===== src/rtl/lcd_bus_sequencer.sv =====
// lcd_bus_sequencer: owns the 16x2 HD44780 character LCD bus.
// Waits a power-up delay, sends the four-byte init sequence, then serves
// byte writes from two requesters, enforcing EN width and execution waits.
// Optional feature macro: LCD_ARB_RR_EN (round-robin arbitration; default
// build uses fixed priority with REQ0 ahead of REQ1).
module lcd_bus_sequencer #(
  parameter int unsigned POWERUP_CYCLES = 20'hFFFFF,
  parameter int unsigned EN_CYCLES      = 16,
  parameter int unsigned SETTLE_CYCLES  = 2000,
  parameter int unsigned CLEAR_CYCLES   = 82000
) (
  input  logic       iCLK,
  input  logic       FORCE_RESET,
  input  logic       REQ0,
  input  logic       REQ1,
  input  logic       RS0,
  input  logic       RS1,
  input  logic [7:0] DATA0,
  input  logic [7:0] DATA1,
  output logic       ACK0,
  output logic       ACK1,
  output logic       oREADY,
  output logic [7:0] LCD_DATA,
  output logic       LCD_RS,
  output logic       LCD_EN,
  output logic       LCD_RW
);

  localparam logic [19:0] PWRUP_LD  = 20'(POWERUP_CYCLES);
  localparam logic [19:0] EN_LD     = 20'(EN_CYCLES);
  localparam logic [19:0] SETTLE_LD = 20'(SETTLE_CYCLES);
  localparam logic [19:0] CLEAR_LD  = 20'(CLEAR_CYCLES);

  typedef enum logic [2:0] {PWRUP, SETUP, EN_HI, HOLD, IDLE} state_t;

  state_t      state_q, state_d;
  logic [19:0] cnt_q, cnt_d;
  logic [1:0]  idx_q, idx_d;
  logic        initDone_q, initDone_d;
  logic [7:0]  data_q, data_d;
  logic        rs_q, rs_d;
  logic        en_q, en_d;
  logic        pick0, pick1;
  logic        cntDone;
  logic        longWait;

  function automatic logic [7:0] initByte(input logic [1:0] idx);
    case (idx)
      2'd0:    initByte = 8'h38;
      2'd1:    initByte = 8'h0C;
      2'd2:    initByte = 8'h01;
      default: initByte = 8'h06;
    endcase
  endfunction

  // A wait of N clocks ends on the clock in which the counter reads 1
  assign cntDone  = (cnt_q <= 20'd1);
  assign longWait = !rs_q && ((data_q == 8'h01) || (data_q == 8'h02));

`ifdef LCD_ARB_RR_EN
  logic last_q, last_d;

  // Round-robin: on a tie, the port not granted last time wins
  always_comb begin
    pick1 = REQ1 && (!REQ0 || !last_q);
    pick0 = REQ0 && !pick1;
  end

  // Last-grant pointer, starts at 1 so REQ0 wins the first tie
  always_ff @(posedge iCLK or negedge FORCE_RESET) begin
    if (!FORCE_RESET) last_q <= 1'b1;
    else              last_q <= last_d;
  end

  // Pointer follows whichever port is ACKed this clock
  always_comb begin
    last_d = last_q;
    if (state_q == IDLE) begin
      if (pick0)      last_d = 1'b0;
      else if (pick1) last_d = 1'b1;
    end
  end
`else
  // Fixed priority: REQ0 always beats REQ1
  always_comb begin
    pick0 = REQ0;
    pick1 = REQ1 && !REQ0;
  end
`endif

  assign ACK0   = (state_q == IDLE) && pick0;
  assign ACK1   = (state_q == IDLE) && pick1;
  assign oREADY = (state_q == IDLE) && initDone_q;

  assign LCD_DATA = data_q;
  assign LCD_RS   = rs_q;
  assign LCD_EN   = en_q;
  assign LCD_RW   = 1'b0;

  // State and bus registers; reset drops EN at once and restarts power-up
  always_ff @(posedge iCLK or negedge FORCE_RESET) begin
    if (!FORCE_RESET) begin
      state_q    <= PWRUP;
      cnt_q      <= PWRUP_LD;
      idx_q      <= 2'd0;
      initDone_q <= 1'b0;
      data_q     <= 8'h00;
      rs_q       <= 1'b0;
      en_q       <= 1'b0;
    end else begin
      state_q    <= state_d;
      cnt_q      <= cnt_d;
      idx_q      <= idx_d;
      initDone_q <= initDone_d;
      data_q     <= data_d;
      rs_q       <= rs_d;
      en_q       <= en_d;
    end
  end

  // Next-state logic: waits, init stepping and request service
  always_comb begin
    state_d    = state_q;
    cnt_d      = cnt_q;
    idx_d      = idx_q;
    initDone_d = initDone_q;
    data_d     = data_q;
    rs_d       = rs_q;
    en_d       = en_q;
    case (state_q)
      PWRUP: begin
        if (cntDone) begin
          state_d = SETUP;
          idx_d   = 2'd0;
          data_d  = initByte(2'd0);
          rs_d    = 1'b0;
        end else begin
          cnt_d = cnt_q - 20'd1;
        end
      end
      SETUP: begin
        cnt_d   = EN_LD;
        en_d    = 1'b1;
        state_d = EN_HI;
      end
      EN_HI: begin
        if (cntDone) begin
          en_d    = 1'b0;
          cnt_d   = longWait ? CLEAR_LD : SETTLE_LD;
          state_d = HOLD;
        end else begin
          cnt_d = cnt_q - 20'd1;
        end
      end
      HOLD: begin
        if (cntDone) begin
          if (!initDone_q && (idx_q != 2'd3)) begin
            idx_d   = idx_q + 2'd1;
            data_d  = initByte(idx_q + 2'd1);
            rs_d    = 1'b0;
            state_d = SETUP;
          end else begin
            initDone_d = 1'b1;
            state_d    = IDLE;
          end
        end else begin
          cnt_d = cnt_q - 20'd1;
        end
      end
      IDLE: begin
        if (pick0) begin
          data_d  = DATA0;
          rs_d    = RS0;
          state_d = SETUP;
        end else if (pick1) begin
          data_d  = DATA1;
          rs_d    = RS1;
          state_d = SETUP;
        end
      end
      default: state_d = PWRUP;
    endcase
  end

endmodule


===== config.mk =====
export PLATFORM = sky130hd
export DESIGN_NAME = lcd_bus_sequencer
export DESIGN_NICKNAME = d
export VERILOG_FILES = /design/src/rtl/lcd_bus_sequencer.sv
export SDC_FILE = /design/constraint.sdc
export NUM_CORES = 1
export LEC_CHECK = 0
export ABC_CLOCK_PERIOD_IN_PS = 3000
export BUFFER_PORTS_ARGS = -buffer_cell sky130_fd_sc_hd__buf_4
export CORE_ASPECT_RATIO = 1.4
export CORE_MARGIN = 8
export CORE_UTILIZATION = 42
export DETAILED_ROUTE_END_ITERATION = 10
export GPL_TIMING_DRIVEN = 0
export PLACE_DENSITY = 0.68
export SETUP_SLACK_MARGIN = 0.2
export SYNTH_ARGS = -nofsm -noshare
export SYNTH_HDL_FRONTEND = slang
export SYNTH_SLANG_ARGS = --single-unit

===== constraint.sdc =====
create_clock -name iCLK -period 3 [get_ports iCLK]
set_input_delay 0.15 -clock iCLK [delete_from_list [all_inputs] [get_ports iCLK]]
set_output_delay 0.15 -clock iCLK [all_outputs]
set_load 0.02 [all_outputs]

==> Yosys cells after proc, flatten, opt, wreduce, memory -nomap -nowiden <==
Cells that the tools add are included.
{ "classes": {"add_sub_neg": 2, "n_shift": 0, "n_lt_le_gt_ge": 1, "bitwise": 1, "reduce_logical": 23, "mux": 29, "n_mul": 0, "n_div": 0, "n_eq_ne": 15} }
{ "ops": {"columns": ["operator", "count"], "rows": [
  ["one-hot mux 20 bit (3 select lines)", 1],
  ["2-to-1 mux 20 bit", 2],
  ["2-to-1 mux 8 bit", 5],
  ["one-hot mux 8 bit (3 select lines)", 1],
  ["less-or-equal comparator 20 x 1 -> 1 bit (second input constant)", 1],
  ["subtractor 20 x 1 -> 20 bit (second input constant)", 1],
  ["2-to-1 mux 3 bit", 6],
  ["one-hot mux 6 bit (3 select lines)", 1],
  ["2-to-1 mux 17 bit", 1],
  ["one-hot mux 3 bit (5 select lines)", 1],
  ["!= test 2 bit (second input constant)", 6],
  ["== test 8 x 1 -> 1 bit (second input constant)", 1],
  ["== test 8 x 2 -> 1 bit (second input constant)", 1],
  ["AND reduction 4 bit", 2],
  ["== test 3 x 2 -> 1 bit (second input constant)", 2],
  ["logical AND 1 bit", 6],
  ["2-to-1 mux 2 bit", 3],
  ["nonzero test 3 bit", 2],
  ["2-to-1 mux 1 bit", 5],
  ["AND reduction 5 bit", 1],
  ["one-hot mux 2 bit (2 select lines)", 1],
  ["AND reduction 2 bit", 2],
  ["nonzero test 2 bit", 2],
  ["== test 3 x 1 -> 1 bit (second input constant)", 1],
  ["other kinds (14)", 16]
]} }
{ "totals": {"mem_bits_ro": 0, "mem_bits_rw": 0, "latch_bits": 0, "memories": 0, "output_inout_bits": 14, "regBits": 36, "word_cells": 78} }

==> Depth between registers and ports, before layout <==
Gate-level depths: netlist of run 1.
{ "logic_depth": {"word_depth": 6, "depth_mapped": 9, "ltp_nobuf": 7} }

==> Least setup slack after synthesis of run 1 <==
No wires, ideal clock.
{ "synth_path": {"path_type": "register -> register", "start": "reg cnt_q[0]", "end": "reg cnt_q[18]", "arrival_ns": 2.424, "stages_incl_launch_ff": 9, "setup_time_ns": 0.080, "period_less_slack_ns": 2.503, "setup_slack_ns": 0.497, "cell_sequence": "dfstp_2 inv_1 ha_1 or4b_2 clkbuf_1 or3_1 or4_1 o21a_1 o22a_1"} }
{ "synth_via": {"elab_chain_cells": 3, "elab_cells_between_ends": 7} }
{ "synth_rtl": {"columns": ["element", "line_no", "text"], "rows": [
  ["start, declared", "37", "logic [19:0] cnt_q, cnt_d;"],
  ["start signal, assigned", "112", "cnt_q <= cnt_d;"],
  ["subtractor 20 x 1 -> 20 bit / less-or-equal comparator 20 x 1 -> 1 bit (equally long branches)", null, null],
  ["2-to-1 mux 20 bit (tied with other cells)", "132, 156", null],
  ["one-hot mux 20 bit (3 select lines) / AND reduction 2 bit (equally long branches)", null, null]
]} }
Several ways; a longest one is shown, not always the timed one. The select of a mux whose other input is x is not followed.
A chain may end at the register's enable or synchronous reset.

==> Final worst setup path of run 1 <==
Ends and elaborated chain as after synthesis.

==> flow_summary.json, run 1 <==
{
  "gp_congestion": 0.870,
  "worst-setup-path-type": "flip-flop to flip-flop",
  "post_dp_cell_area_sq_um": 2660,
  "seq_area_frac_synth": 0.400,
  "die_area_sq_um": 8180,
  "dp_hpwl_um": 4540,
  "portBuffers": 34,
  "mappedNetlistArea_sq_um": 2310,
  "via_per_inst": 6.01,
  "required_ns": 3.22,
  "setup_tns_ns": 0,
  "area_growth_pct": 19.9,
  "utilization": 0.513,
  "drt_iter0_markers": 128,
  "final_antenna_net_count": 0,
  "h-tree-depth": 2,
  "critPathMaxFanout": 7,
  "die_height_um": 104,
  "finalSetupViolations": 0,
  "timing.final.crit_share": 0.909,
  "power_density_nw_per_um2": 322,
  "avgSynthCellArea_sq_um": 9.69,
  "totalWireLength_um": 5970,
  "async_reset_ff_frac": 1.00,
  "route.vias.total": 2102,
  "dp.cells": 341,
  "grt_pass1_vias": 2150,
  "fin_ws_ns": 0.274,
  "final_cells": 350,
  "maxSlewHeadroom": 0.482,
  "drive_above_1_share": 0.301,
  "rsz0062_at_grt": "no",
  "antenna_found_initial": 0,
  "holdCritPathClass": "input pin to flip-flop",
  "postCtsSetupBuffers": 0,
  "status": "finished, final reports clean",
  "worstMarginPinSlew_ns": 0.775,
  "hp-start": "DATA1[7]",
  "wire_per_inst_um": 17.1,
  "finalInstanceArea_sq_um": 2780,
  "nets": 309,
  "synth-seq-cells": 36,
  "hold-path-cell-count": 3,
  "die_w_um": 78.7,
  "synth_edf_count": 0,
  "final_common_cell": "buf_4",
  "fin_skew_ns": 0.00571,
  "hold_viol_final": 0,
  "syn_nets": 267,
  "io_pins": 36,
  "grt_pass1_wl_um": 10100,
  "syn_inst": 239,
  "synth_warnings": 0,
  "cts-root-buf": "clkbuf_8",
  "ir_worst_vdd_uv": 184,
  "clkTransAtPathRegs_ns": 0.08,
  "dp_slack_ns": 0.134,
  "fmax_mhz": 367,
  "final_cell_mix": "buf_4 (35), a21oi_1 (27), dfstp_2 (20), dfrtp_1 (16)",
  "startpoint_type": "flip-flop",
  "reg2reg_depth": 8,
  "r2r-start": "cnt_q[0]",
  "fin_crit_ns": 2.73,
  "cts_made_buffers": 5,
  "min_to": "LCD_DATA[7]",
  "firstDrtPassIters": 4,
  "clock_latency_ns": 0.29,
  "diodes": 0,
  "leakagePower_nw": 1.13,
  "start_util": 0.428,
  "grt_max_degree": 37,
  "drcViolationCount": 0,
  "reg2reg_to": "cnt_q[18]",
  "drv_slew": 0,
  "rows": 32,
  "cts.path.max_buffers": 2,
  "cp-end-kind": "flip-flop",
  "cp-startpoint": "cnt_q[0]",
  "synth_flop_cell": "dfstp_2",
  "worst_ep_arrival_time_ns": 2.94,
  "ff2ff_setup_slack_ns": 0.27,
  "synthDistinctLibCells": 56,
  "grt_overflow_total": 0,
  "coreArea_sq_um": 5410,
  "drv_cap": 0,
  "grt_use_total": 0.149,
  "cts_tree": "yes",
  "cts_sinks": 36
}
==> worst max-delay path, cell delays in order (launching register included) <==
cell and delay, ns:
dfstp_2 0.40, inv_1 0.08, ha_2 0.21, or4b_2 0.58, clkbuf_2 0.19, or3_1 0.39
or4_1 0.45, o21a_1 0.19, o22a_1 0.17
==> repair_timing <==
item,4_1_cts,5_1_grt
hold buffers,1,0
setup endpoints to repair,15,9
pin swaps,0,0
endpoints found under the hold margin,16,0
resized for setup,2,4
==> sequential cells by signal, summed over array words and instances (netlist names) <==
register and count:
LCD_DATA 8, LCD_RS 1, initDone_q 1, LCD_EN 1, idx_q 2, cnt_q 20
state_q 3
==> cell type report <==
| cell class | instances | area [sq um] |
|---|---|---|
| clock inverter | 2 | 10.0 |
| buffer | 10 | 52.6 |
| timing repair buffer | 35 | 265 |
| multi-input combinational | 185 | 1320 |
| clock buffer | 6 | 82.6 |
| fill | 505 | 2630 |
| sequential | 36 | 926 |
| inverter | 8 | 30.0 |
| tap | 68 | 85.1 |
==> kinds of logic after synthesis <==
kind of cell,synth area share
adders and majority gates,0.0324
AOI/OAI and AO/OA,0.239
muxes,0.0778
DFF,0.400
and+or+nand+nor,0.199
xor gates and xnor gates,0.0151
buffers and inverters,0.0351
other,0.00162
==> cells in the mapped netlist (2+ instances only) <==
master	count	area (sq um)
a21oi_1	27	135
dfstp_2	20	526
dfrtp_1	16	400
nor3_1	13	65.1
nor2_1	12	45.0
or3_1	12	75.1
nand2_1	11	41.3
o21ai_0	10	50.1
mux2i_1	9	90.1
o31ai_1	8	60.1
inv_1	7	26.3
ha_1	6	75.1
mux2_4	6	90.1
nor4_1	6	37.5
o22a_1	6	52.6
clkbuf_1	5	18.8
nand3_1	5	25.0
or4_1	5	37.5
a31oi_1	3	18.8
and3_1	3	18.8
o211ai_1	3	22.5
o2bb2ai_1	3	26.3
a211oi_1	2	15.0
a41oi_1	2	17.5
buf_2	2	10.0
nor2b_1	2	12.5
o21a_1	2	15.0
o22ai_1	2	12.5
o41ai_1	2	17.5
xnor2_1	2	17.5
xor2_1	2	17.5
==> worst max-delay path by stage <==
| stage | slack (ns) | cells past startpoint | end |
|---|---|---|---|
| 2_1_floorplan | 0.50 | 8 | cnt_q[18] |
| 3_3_place_gp | 0.1 | 6 | cnt_q[5] |
| 3_5_place_dp | 0.13 | 6 | cnt_q[5] |
| 4_1_cts | 0.25 | 8 | cnt_q[18] |
| 5_1_grt | 0.21 | 8 | cnt_q[12] |
| 6_report | 0.27 | 8 | cnt_q[18] |
==> per-stage QoR <==
| step | total power [mW] | hold slack (ns) |
|---|---|---|
| finish | 0.894 | 0.138 |
| global route | 0.928 | 0.151 |
| CTS | 0.903 | 0.141 |
| detailed placement | 0.539 | 0.129 |
| global placement | 0.538 | 0.127 |
| floorplan | 0.507 | -0.146 |
==> per-layer routing <==
metal | track usage | part of all wire
met1 | 0.169 | 0.41
met3 | 0.0320 | 0.041
met5 | 0 | 0
met4 | 0.0665 | 0.021
met2 | 0.258 | 0.52
==> where the power goes <==
part           leakage, nW  internal [mW]  switching [mW]
clock network       0.0510          0.183           0.180
logic                0.671         0.0249          0.0189
registers            0.406          0.486               0
total                 1.13          0.695           0.199
(Power assumes the default switching activity.)
==> inputs of run 2 (changes only) <==
--- a/config.mk
+++ b/config.mk
@@ -8,7 +8,6 @@
 export ABC_CLOCK_PERIOD_IN_PS = 3000
 export BUFFER_PORTS_ARGS = -buffer_cell sky130_fd_sc_hd__buf_4
 export CORE_ASPECT_RATIO = 1.4
-export CORE_MARGIN = 8
 export CORE_UTILIZATION = 42
 export DETAILED_ROUTE_END_ITERATION = 10
 export GPL_TIMING_DRIVEN = 0
==> flow_summary.json, run 2 (same netlist as run 1, synthesis figures left out) <==
{
  "rows": 31,
  "fillers": 503,
  "utilization": 0.534,
  "max_stage_delay_ns": 0.59,
  "fin_crit_ns": 2.71,
  "final_cell_mix": "buf_4 (35), a21oi_1 (27), dfstp_2 (20), dfrtp_1 (16), nor3_1 (12)",
  "area_growth_pct": 20.8,
  "die_height_um": 89.8,
  "regMostFlops": "cnt_q",
  "drt_iter0_markers": 78,
  "grt_use_total": 0.219,
  "postCtsSetupBuffers": 0,
  "power_density_nw_per_um2": 346,
  "die_w_um": 64.7,
  "dp_hpwl_um": 4420,
  "start_util": 0.442,
  "h-tree-depth": 2,
  "cts.path.max_buffers": 2,
  "hold_viol_final": 0,
  "drive_above_1_share": 0.305,
  "drv_slew": 0,
  "cts_made_buffers": 5,
  "required_ns": 3.23,
  "totalWireLength_um": 5940,
  "clkTransAtPathRegs_ns": 0.08,
  "cts-root-buf": "clkbuf_8",
  "via_per_inst": 6.09,
  "finalSetupViolations": 0,
  "leakagePower_nw": 1.13,
  "cp-end-kind": "flip-flop",
  "worst-path-buf-inv": 2,
  "nets": 309,
  "hold_ws_ns": 0.131,
  "cp-startpoint": "cnt_q[0]",
  "r2r-start": "cnt_q[0]",
  "route.vias.total": 2118,
  "dp_slack_ns": 0.137,
  "worstMarginPinSlew_ns": 0.787,
  "fin_skew_ns": 0.00976,
  "grt_pass1_wl_um": 9930,
  "firstDrtPassIters": 4,
  "coreArea_sq_um": 5240,
  "antenna_found_initial": 0,
  "wire_per_inst_um": 17.1,
  "cts_sinks": 36,
  "setup_tns_ns": 0,
  "critical-path-top-delay-family": "simple AND/OR/NAND/NOR gates",
  "critPathMaxFanout": 7,
  "portBuffers": 34,
  "grt_max_degree": 37,
  "diodes": 0,
  "critical_path.slowest_cell": "or4b_2",
  "status": "finished, final reports clean",
  "maxSlewHeadroom": 0.474,
  "cts_tree": "yes",
  "regArea_sq_um": 926,
  "ir_worst_vdd_uv": 236,
  "worst-setup-path-type": "flip-flop to flip-flop",
  "fin_ws_ns": 0.290,
  "largest_reg_flops": 20,
  "rsz0062_at_grt": "yes",
  "final_antenna_net_count": 0,
  "final_common_cell": "buf_4",
  "drv_cap": 0,
  "gp_congestion": 0.843,
  "worst_ep_arrival_time_ns": 2.94,
  "fmax_mhz": 369,
  "hp-start": "DATA1[7]",
  "startpoint_type": "flip-flop",
  "multi_input_area_sq_um": 1330,
  "ff2ff_setup_slack_ns": 0.29,
  "crit_chain": "inv_1, ha_2, or4b_2, clkbuf_2, or3_4, or4_1, o21a_1, o22a_1",
  "grt_overflow_total": 0,
  "grt_pass1_vias": 2066,
  "timing.final.crit_share": 0.903,
  "io_pins": 36,
  "clock_latency_ns": 0.29,
  "holdCritPathClass": "input pin to flip-flop",
  "drcViolationCount": 0,
  "die_area_sq_um": 5820
}
## run 2: final cells by class
class                   instances  area share
multi-input cells             185       0.475
flip-flops and latches         36       0.331
repair buffers                 35      0.0949
well taps                      66      0.0295
clock buffers                   5      0.0246
plain buffers                  10      0.0188
clock inverters                 3      0.0152
inverters                       8      0.0107
## run 2: worst paths after layout
kind | to | cells after the start
worst min-delay path | LCD_DATA[7] | 3
min in group asynchronous | LCD_EN | 2
worst min register to register | initDone_q | 1
max in group asynchronous | cnt_q[11] | 2
worst max-delay path | cnt_q[18] | 8
worst max register to register | cnt_q[18] | 8
## run 2: per-stage QoR
stage	cells	area [sq um]	power [mW]
CTS	348	2790	0.969
global route	348	2800	0.994
global placement	339	2650	0.539
detailed placement	339	2650	0.539
floorplan	239	2310	0.507
finish	348	2800	0.967
## run 2: where the power goes
| part | switching (mW) | internal, mW |
|---|---|---|
| Clock | 0.190 | 0.246 |
| Combinational | 0.0196 | 0.0249 |
| Sequential | 0 | 0.486 |
| Total | 0.209 | 0.757 |
## run 2: timing repair
item / CTS / global route
hold buffers: 1 / 0
setup endpoints to repair: 15 / 10
endpoints found under the hold margin: 16 / 0
resized for setup: 2 / 5
## run 2: worst reg2reg max path, cell delays in order, from the launching register on
cell and delay [ns]:
dfstp_2 0.40, inv_1 0.07, ha_2 0.21, or4b_2 0.59, clkbuf_2 0.19, or3_4 0.36
or4_1 0.47, o21a_1 0.21, o22a_1 0.17
## run 2: metal layers
layer  up-vias  share of wire  track usage
li1       1009              -            -
met1      1017           0.39        0.255
met2        75           0.53        0.379
met5         -              0            0
met3        17          0.040       0.0343
met4         0          0.037        0.106
